### src/rtl/network_access_port.sv
// Client front end for one cache-mesh access port: a request FIFO that feeds the network one strobe at a time.
// Optional macro NETWORK_ACCESS_PORT_TIMEOUT_EN adds a WAIT_READ timeout that returns an error response.
module network_access_port #(
    parameter int ADDR_WIDTH     = 8,
    parameter int DATA_WIDTH     = 32,
    parameter int FIFO_DEPTH     = 4,
    parameter int TIMEOUT_CYCLES = 64
) (
    input  logic                          clk,
    input  logic                          reset,
    input  logic                          req_valid,
    output logic                          req_ready,
    input  logic                          req_write,
    input  logic [ADDR_WIDTH-1:0]         req_addr,
    input  logic [DATA_WIDTH-1:0]         req_wdata,
    output logic                          rsp_valid,
    output logic [DATA_WIDTH-1:0]         rsp_data,
    output logic                          rsp_error,
    output logic [$clog2(FIFO_DEPTH):0]   fifo_count,
    output logic [ADDR_WIDTH-1:0]         net_destAddr,
    output logic                          net_read,
    output logic                          net_write,
    output logic [DATA_WIDTH-1:0]         net_data,
    input  logic                          net_readReady,
    input  logic [DATA_WIDTH-1:0]         net_dataOut
);

    localparam int PTR_W = $clog2(FIFO_DEPTH);
    localparam int CNT_W = PTR_W + 1;

    typedef enum logic [1:0] {
        IDLE,
        ISSUE,
        WAIT_READ
    } state_t;

    logic [ADDR_WIDTH-1:0] r_fifo_addr  [FIFO_DEPTH];
    logic [DATA_WIDTH-1:0] r_fifo_data  [FIFO_DEPTH];
    logic                  r_fifo_write [FIFO_DEPTH];
    logic [PTR_W-1:0]      r_wr_ptr;
    logic [PTR_W-1:0]      r_rd_ptr;
    logic [CNT_W-1:0]      r_count;
    state_t                r_state;
    logic                  r_rsp_valid;
    logic [DATA_WIDTH-1:0] r_rsp_data;
    logic [ADDR_WIDTH-1:0] r_dest_addr;
    logic [DATA_WIDTH-1:0] r_net_data;
    logic                  r_net_read;
    logic                  r_net_write;
    logic                  w_push;
    logic                  w_pop;

    assign req_ready    = (r_count != CNT_W'(FIFO_DEPTH));
    assign w_push       = req_valid && req_ready;
    assign w_pop        = (r_state == IDLE) && (r_count != '0);
    assign fifo_count   = r_count;
    assign rsp_valid    = r_rsp_valid;
    assign rsp_data     = r_rsp_data;
    assign net_destAddr = r_dest_addr;
    assign net_data     = r_net_data;
    assign net_read     = r_net_read;
    assign net_write    = r_net_write;

    // Pointer increments wrap naturally because FIFO_DEPTH is a power of 2.
    always_ff @(posedge clk) begin
        if (!reset) begin
            r_wr_ptr <= '0;
            r_rd_ptr <= '0;
            r_count  <= '0;
        end else begin
            if (w_push) begin
                r_fifo_addr[r_wr_ptr]  <= req_addr;
                r_fifo_data[r_wr_ptr]  <= req_wdata;
                r_fifo_write[r_wr_ptr] <= req_write;
                r_wr_ptr               <= r_wr_ptr + 1'b1;
            end
            if (w_pop) begin
                r_rd_ptr <= r_rd_ptr + 1'b1;
            end
            case ({w_push, w_pop})
                2'b10:   r_count <= r_count + 1'b1;
                2'b01:   r_count <= r_count - 1'b1;
                default: r_count <= r_count;
            endcase
        end
    end

`ifdef NETWORK_ACCESS_PORT_TIMEOUT_EN
    localparam int TMO_W = (TIMEOUT_CYCLES > 2) ? $clog2(TIMEOUT_CYCLES) : 1;

    logic [TMO_W-1:0] r_tmo_cnt;
    logic             r_rsp_error;

    assign rsp_error = r_rsp_error;
`else
    assign rsp_error = 1'b0;
`endif

    always_ff @(posedge clk) begin
        if (!reset) begin
            r_state     <= IDLE;
            r_rsp_valid <= 1'b0;
            r_rsp_data  <= '0;
            r_dest_addr <= '0;
            r_net_data  <= '0;
            r_net_read  <= 1'b0;
            r_net_write <= 1'b0;
`ifdef NETWORK_ACCESS_PORT_TIMEOUT_EN
            r_tmo_cnt   <= '0;
            r_rsp_error <= 1'b0;
`endif
        end else begin
            r_rsp_valid <= 1'b0;
            case (r_state)
                IDLE: begin
                    if (w_pop) begin
                        r_dest_addr <= r_fifo_addr[r_rd_ptr];
                        r_net_data  <= r_fifo_data[r_rd_ptr];
                        r_net_write <= r_fifo_write[r_rd_ptr];
                        r_net_read  <= !r_fifo_write[r_rd_ptr];
                        r_state     <= ISSUE;
                    end
                end
                ISSUE: begin
                    // The strobe still shows which kind of request is in flight.
                    r_net_read  <= 1'b0;
                    r_net_write <= 1'b0;
                    r_state     <= r_net_write ? IDLE : WAIT_READ;
`ifdef NETWORK_ACCESS_PORT_TIMEOUT_EN
                    r_tmo_cnt   <= '0;
`endif
                end
                WAIT_READ: begin
                    if (net_readReady) begin
                        r_rsp_data  <= net_dataOut;
                        r_rsp_valid <= 1'b1;
                        r_state     <= IDLE;
`ifdef NETWORK_ACCESS_PORT_TIMEOUT_EN
                        r_rsp_error <= 1'b0;
`endif
                    end
`ifdef NETWORK_ACCESS_PORT_TIMEOUT_EN
                    else if (r_tmo_cnt == TMO_W'(TIMEOUT_CYCLES - 1)) begin
                        r_rsp_data  <= '0;
                        r_rsp_valid <= 1'b1;
                        r_rsp_error <= 1'b1;
                        r_state     <= IDLE;
                    end else begin
                        r_tmo_cnt <= r_tmo_cnt + 1'b1;
                    end
`endif
                end
                default: r_state <= IDLE;
            endcase
        end
    end

endmodule
### config.mk
export PLATFORM = sky130hd
export DESIGN_NAME = network_access_port
export DESIGN_NICKNAME = d
export VERILOG_FILES = /design/src/rtl/network_access_port.sv
export SDC_FILE = /design/constraint.sdc
export NUM_CORES = 1
export LEC_CHECK = 0
export BUFFER_PORTS_ARGS = -buffer_cell sky130_fd_sc_hd__buf_2
export CORE_UTILIZATION = 50
export DETAILED_ROUTE_END_ITERATION = 8
export GPL_TIMING_DRIVEN = 0
export PLACE_DENSITY = 0.82
export REMOVE_ABC_BUFFERS = 1
export SYNTH_ARGS = -nofsm -noshare
export SYNTH_HDL_FRONTEND = slang
export SYNTH_SLANG_ARGS = --single-unit
### constraint.sdc
create_clock -name clk -period 2.25 [get_ports clk]
set_clock_uncertainty 0.15 [all_clocks]
set_input_delay 0.1125 -clock clk [delete_from_list [all_inputs] [get_ports clk]]
set_output_delay 0.1125 -clock clk [all_outputs]
set_load 0.02 [all_outputs]
==> impl_metrics.toml <==
[run]
maxCapViolations = 0

[synth]
synthTopCellsByArea = "edfxtp_1 55%, dfxtp_1 19%, mux4_2 10%, a22o_1 3.9%, nand2_1 2.7%"
synth-seq-area-share_pct = 74.1
synth_compound_area_share_pct = 6.78
synth_top_family_by_area = "multiplexers"
syn_area_um2 = 8960
syn_inst = 520
yosys_warnings = 0
synth-xor-area-share_pct = 0.195
synthArstFlopShare_pct = 0
ys_ff_latch = 250
synth_ff_type = "edfxtp_1"
synth_edf_count = 164
synthDistinctLibCells = 38
synthAdderAreaFrac_pct = 0.921
synth_most_common_cell = "edfxtp_1"
ys_top_cells_by_count = "164 x edfxtp_1, 86 x dfxtp_1, 65 x nand2_1"
synthSimpleGateAreaFrac_pct = 4.65
synth.area.mux_share_pct = 10.4
avgSynthCellArea_um2 = 17.2
synth.top_cell.area_share_pct = 54.9
yosysTopAreaCell = "edfxtp_1"

[floorplanning]
die_y_um = 136
start_util_pct = 51.5
die-area_um2 = 18500
rows = 48
core_area_um2 = 17400
fp.dieW_um = 136
ios = 157

[layout]
fill_cells = 1118
drive_gt1_share_pct = 35.9
syn_to_final_growth_pct = 30.0
finalCoreUtilization_pct = 66.9
instances_no_fill = 1005
diodes = 0
final_nets = 844

[place]
place_ws_ns = -0.341
place_inst = 873
portBuffers = 155
place.gp.congestion = 0.761
dp_hpwl_mm = 10.5

[power]
p_comb_share_pct = 24.8
p_per_area_nw_per_um2 = 1170
peakVddDrop_mv = 0.950
power.switching_uw = 4090
power.internal_uw = 9540
switching_share_pct = 30.0
power_frac_seq_pct = 44.2
p_clk_share_pct = 31.0
p_leak_uw = 0.00436

[clock_network]
numCtsBuffers = 25
h-tree-depth = 1
clockBufferDepth = 3
clockRootBuffer = "clkbuf_16"
path_clk_slew_ns = 0.06
clock_latency_ns = 0.52
cts.sinks = 250
cts_tree = "built"

[critical_path]
required_ns = 2.54
rr_endpoint = "fifo_count[2]"
cp_max_fo = 5
crit_type = "flop to flop"
reg2reg_from = "fifo_count[1]"
regToRegSetupSlack_ns = -0.14
r2r_cells = 9
worstPathArrival_ns = 2.67
worstSetupStartpointType = "flop"
endpoint_kind = "flop"

[routing]
drt-total-wl_mm = 20.5
first_pass_iters = 4
ant_nets = 0
first_iter_violations = 343
drc_errors = 0
avgViaCountPerCell = 5.51
routedWlPerCell_um = 20.4
vias = 5541

[timing]
setup_ws_ns = -0.136
min_period_ns = 2.39
setup_tns_ns = -0.136
timing.slew.headroom_pct = 42.2
worst_slew_pin_slew_ns = 0.867
timing.fmax_ghz = 0.419
fin_crit_sh_pct = 106
final_max_slew_viol_count = 0
setup_violations = 1
finalHoldViolations = 0
rsz0062_at_grt = "true"

[global_routing]
grt_max_degree = 44
antenna_found_initial = 0
grt_overflow_total = 0
grt_pass1_vias = 5931
grt_use_total_pct = 22.0
grt_pass1_wl_mm = 30.7

[worst_hold_path]
min-delay-start = "reset"
hp-class = "input pin to flop"
min_to = "fifo_count[0]"
min_path_cells = 3

[status]
outcome = "complete, but fails checks"
violations = "setup timing"
## cell type report
class                   instances  area, µm²  share of cell area, %
flip-flops and latches        250       6660                   57.2
multi-input cells             232       2130                   18.3
repair buffers                244       1700                   14.6
clock buffers                  31        688                   5.91
well taps                     225        282                   2.42
clock inverters                15        156                   1.34
inverters                       8       35.0                  0.301
## repair_timing
item / in CTS / in global routing
setup buffers: 2 / 6
cloned: 1 / 1
endpoints found under the hold margin: 203 / 0
hold buffers: 76 / 0
resized for setup: 12 / 9
pin swaps: 3 / 1
endpoints found under the setup margin: 42 / 43
## worst max path at each step
stage / startpoint / end / slack, ns / cells after the start
2_1_floorplan: r_rd_ptr[0] / net_data[23] / -0.69 / 2
3_3_place_gp: r_rd_ptr[0] / net_data[23] / -1.48 / 2
3_5_place_dp: fifo_count[2] / fifo_count[2] / -0.34 / 9
4_1_cts: fifo_count[1] / fifo_count[2] / -0.12 / 9
5_1_grt: fifo_count[1] / fifo_count[2] / -0.18 / 9
6_report: fifo_count[1] / fifo_count[2] / -0.14 / 9
## stage by stage
stage	instance area (µm²)	power [µW]	hold WS (ns)
after detailed placement	9910	9050	0.181
after CTS	11600	13500	0.128
final	11600	13600	0.147
after global placement	9800	8940	0.173
after floorplan	8740	8000	0.0614
after global routing	11600	14200	0.192
## power groups by stage
stage / Combinational [µW] / Sequential, µW / Clock [µW]
finish: 3380 / 6020 / 4230
floorplan: 1500 / 6500 / 0
global placement: 2810 / 6140 / 0
CTS: 3230 / 6030 / 4280
detailed placement: 2940 / 6110 / 0
global route: 3590 / 6130 / 4450
## sequential cells by signal (all words and copies together) (netlist names), 2 cells and up, named ones only
| signal | flops |
|---|---|
| r_wr_ptr | 2 |
| r_fifo_addr | 32 |
| r_rd_ptr | 2 |
| net_destAddr | 8 |
| fifo_count | 3 |
| r_fifo_data | 128 |
| net_data | 32 |
| rsp_data | 32 |
| r_fifo_write | 4 |
| r_state | 2 |
## critical path, cell delays in order, from the launching register on
cell and delay, ns:
dfxtp_4 0.36, or3b_4 0.40, and2_4 0.19, inv_4 0.06, ha_4 0.14, inv_2 0.04
fa_2 0.33, xor2_1 0.17, or3_1 0.33, a21oi_2 0.14
## metal layers
metal | share of wire, % | vias to the layer above | GRT usage, % | wire length, µm
met4 | 1.9 | 0 | 6.67 | 396
met3 | 6.6 | 40 | 4.29 | 1360
met2 | 50 | 242 | 38.5 | 10200
li1 | - | 2481 | - | -
met1 | 42 | 2778 | 27.7 | 8520
met5 | 0 | - | 0 | 0
## cells by family (layout without fill, tap and decap cells)
family | count (synthesis) | in the layout
flip-flops | 250 | 250
AND/OR/NAND/NOR | 93 | 94
AO/OA/AOI/OAI | 86 | 87
multiplexers | 42 | 42
buffers and inverters | 40 | 298
adder cells (fa/ha/maj) | 6 | 6
XOR/XNOR | 2 | 2
other | 1 | 1
## placed cells by master, fill, tap and decap left out, drive strengths merged, types with 2 or more instances in the layout
| cell type | Yosys | layout |
|---|---|---|
| mux4 | 41 | 41 |
| nand3b | 2 | 3 |
| nor3 | 2 | 2 |
| and3 | 4 | 4 |
| nand3 | 6 | 6 |
| ha | 5 | 5 |
| bufinv | 0 | 3 |
| clkinv | 0 | 10 |
| nor2 | 6 | 6 |
| nand2 | 65 | 65 |
| dfxtp | 86 | 86 |
| nand2b | 3 | 3 |
| buf | 19 | 168 |
| xor2 | 2 | 2 |
| dlygate4sd3 | 0 | 76 |
| a21o | 2 | 2 |
| a22o | 40 | 40 |
| clkbuf | 13 | 31 |
| inv | 8 | 10 |
| a21oi | 39 | 40 |
| or3 | 2 | 2 |
| edfxtp | 164 | 164 |
No activity file was read; power rests on OpenSTA's default activity.
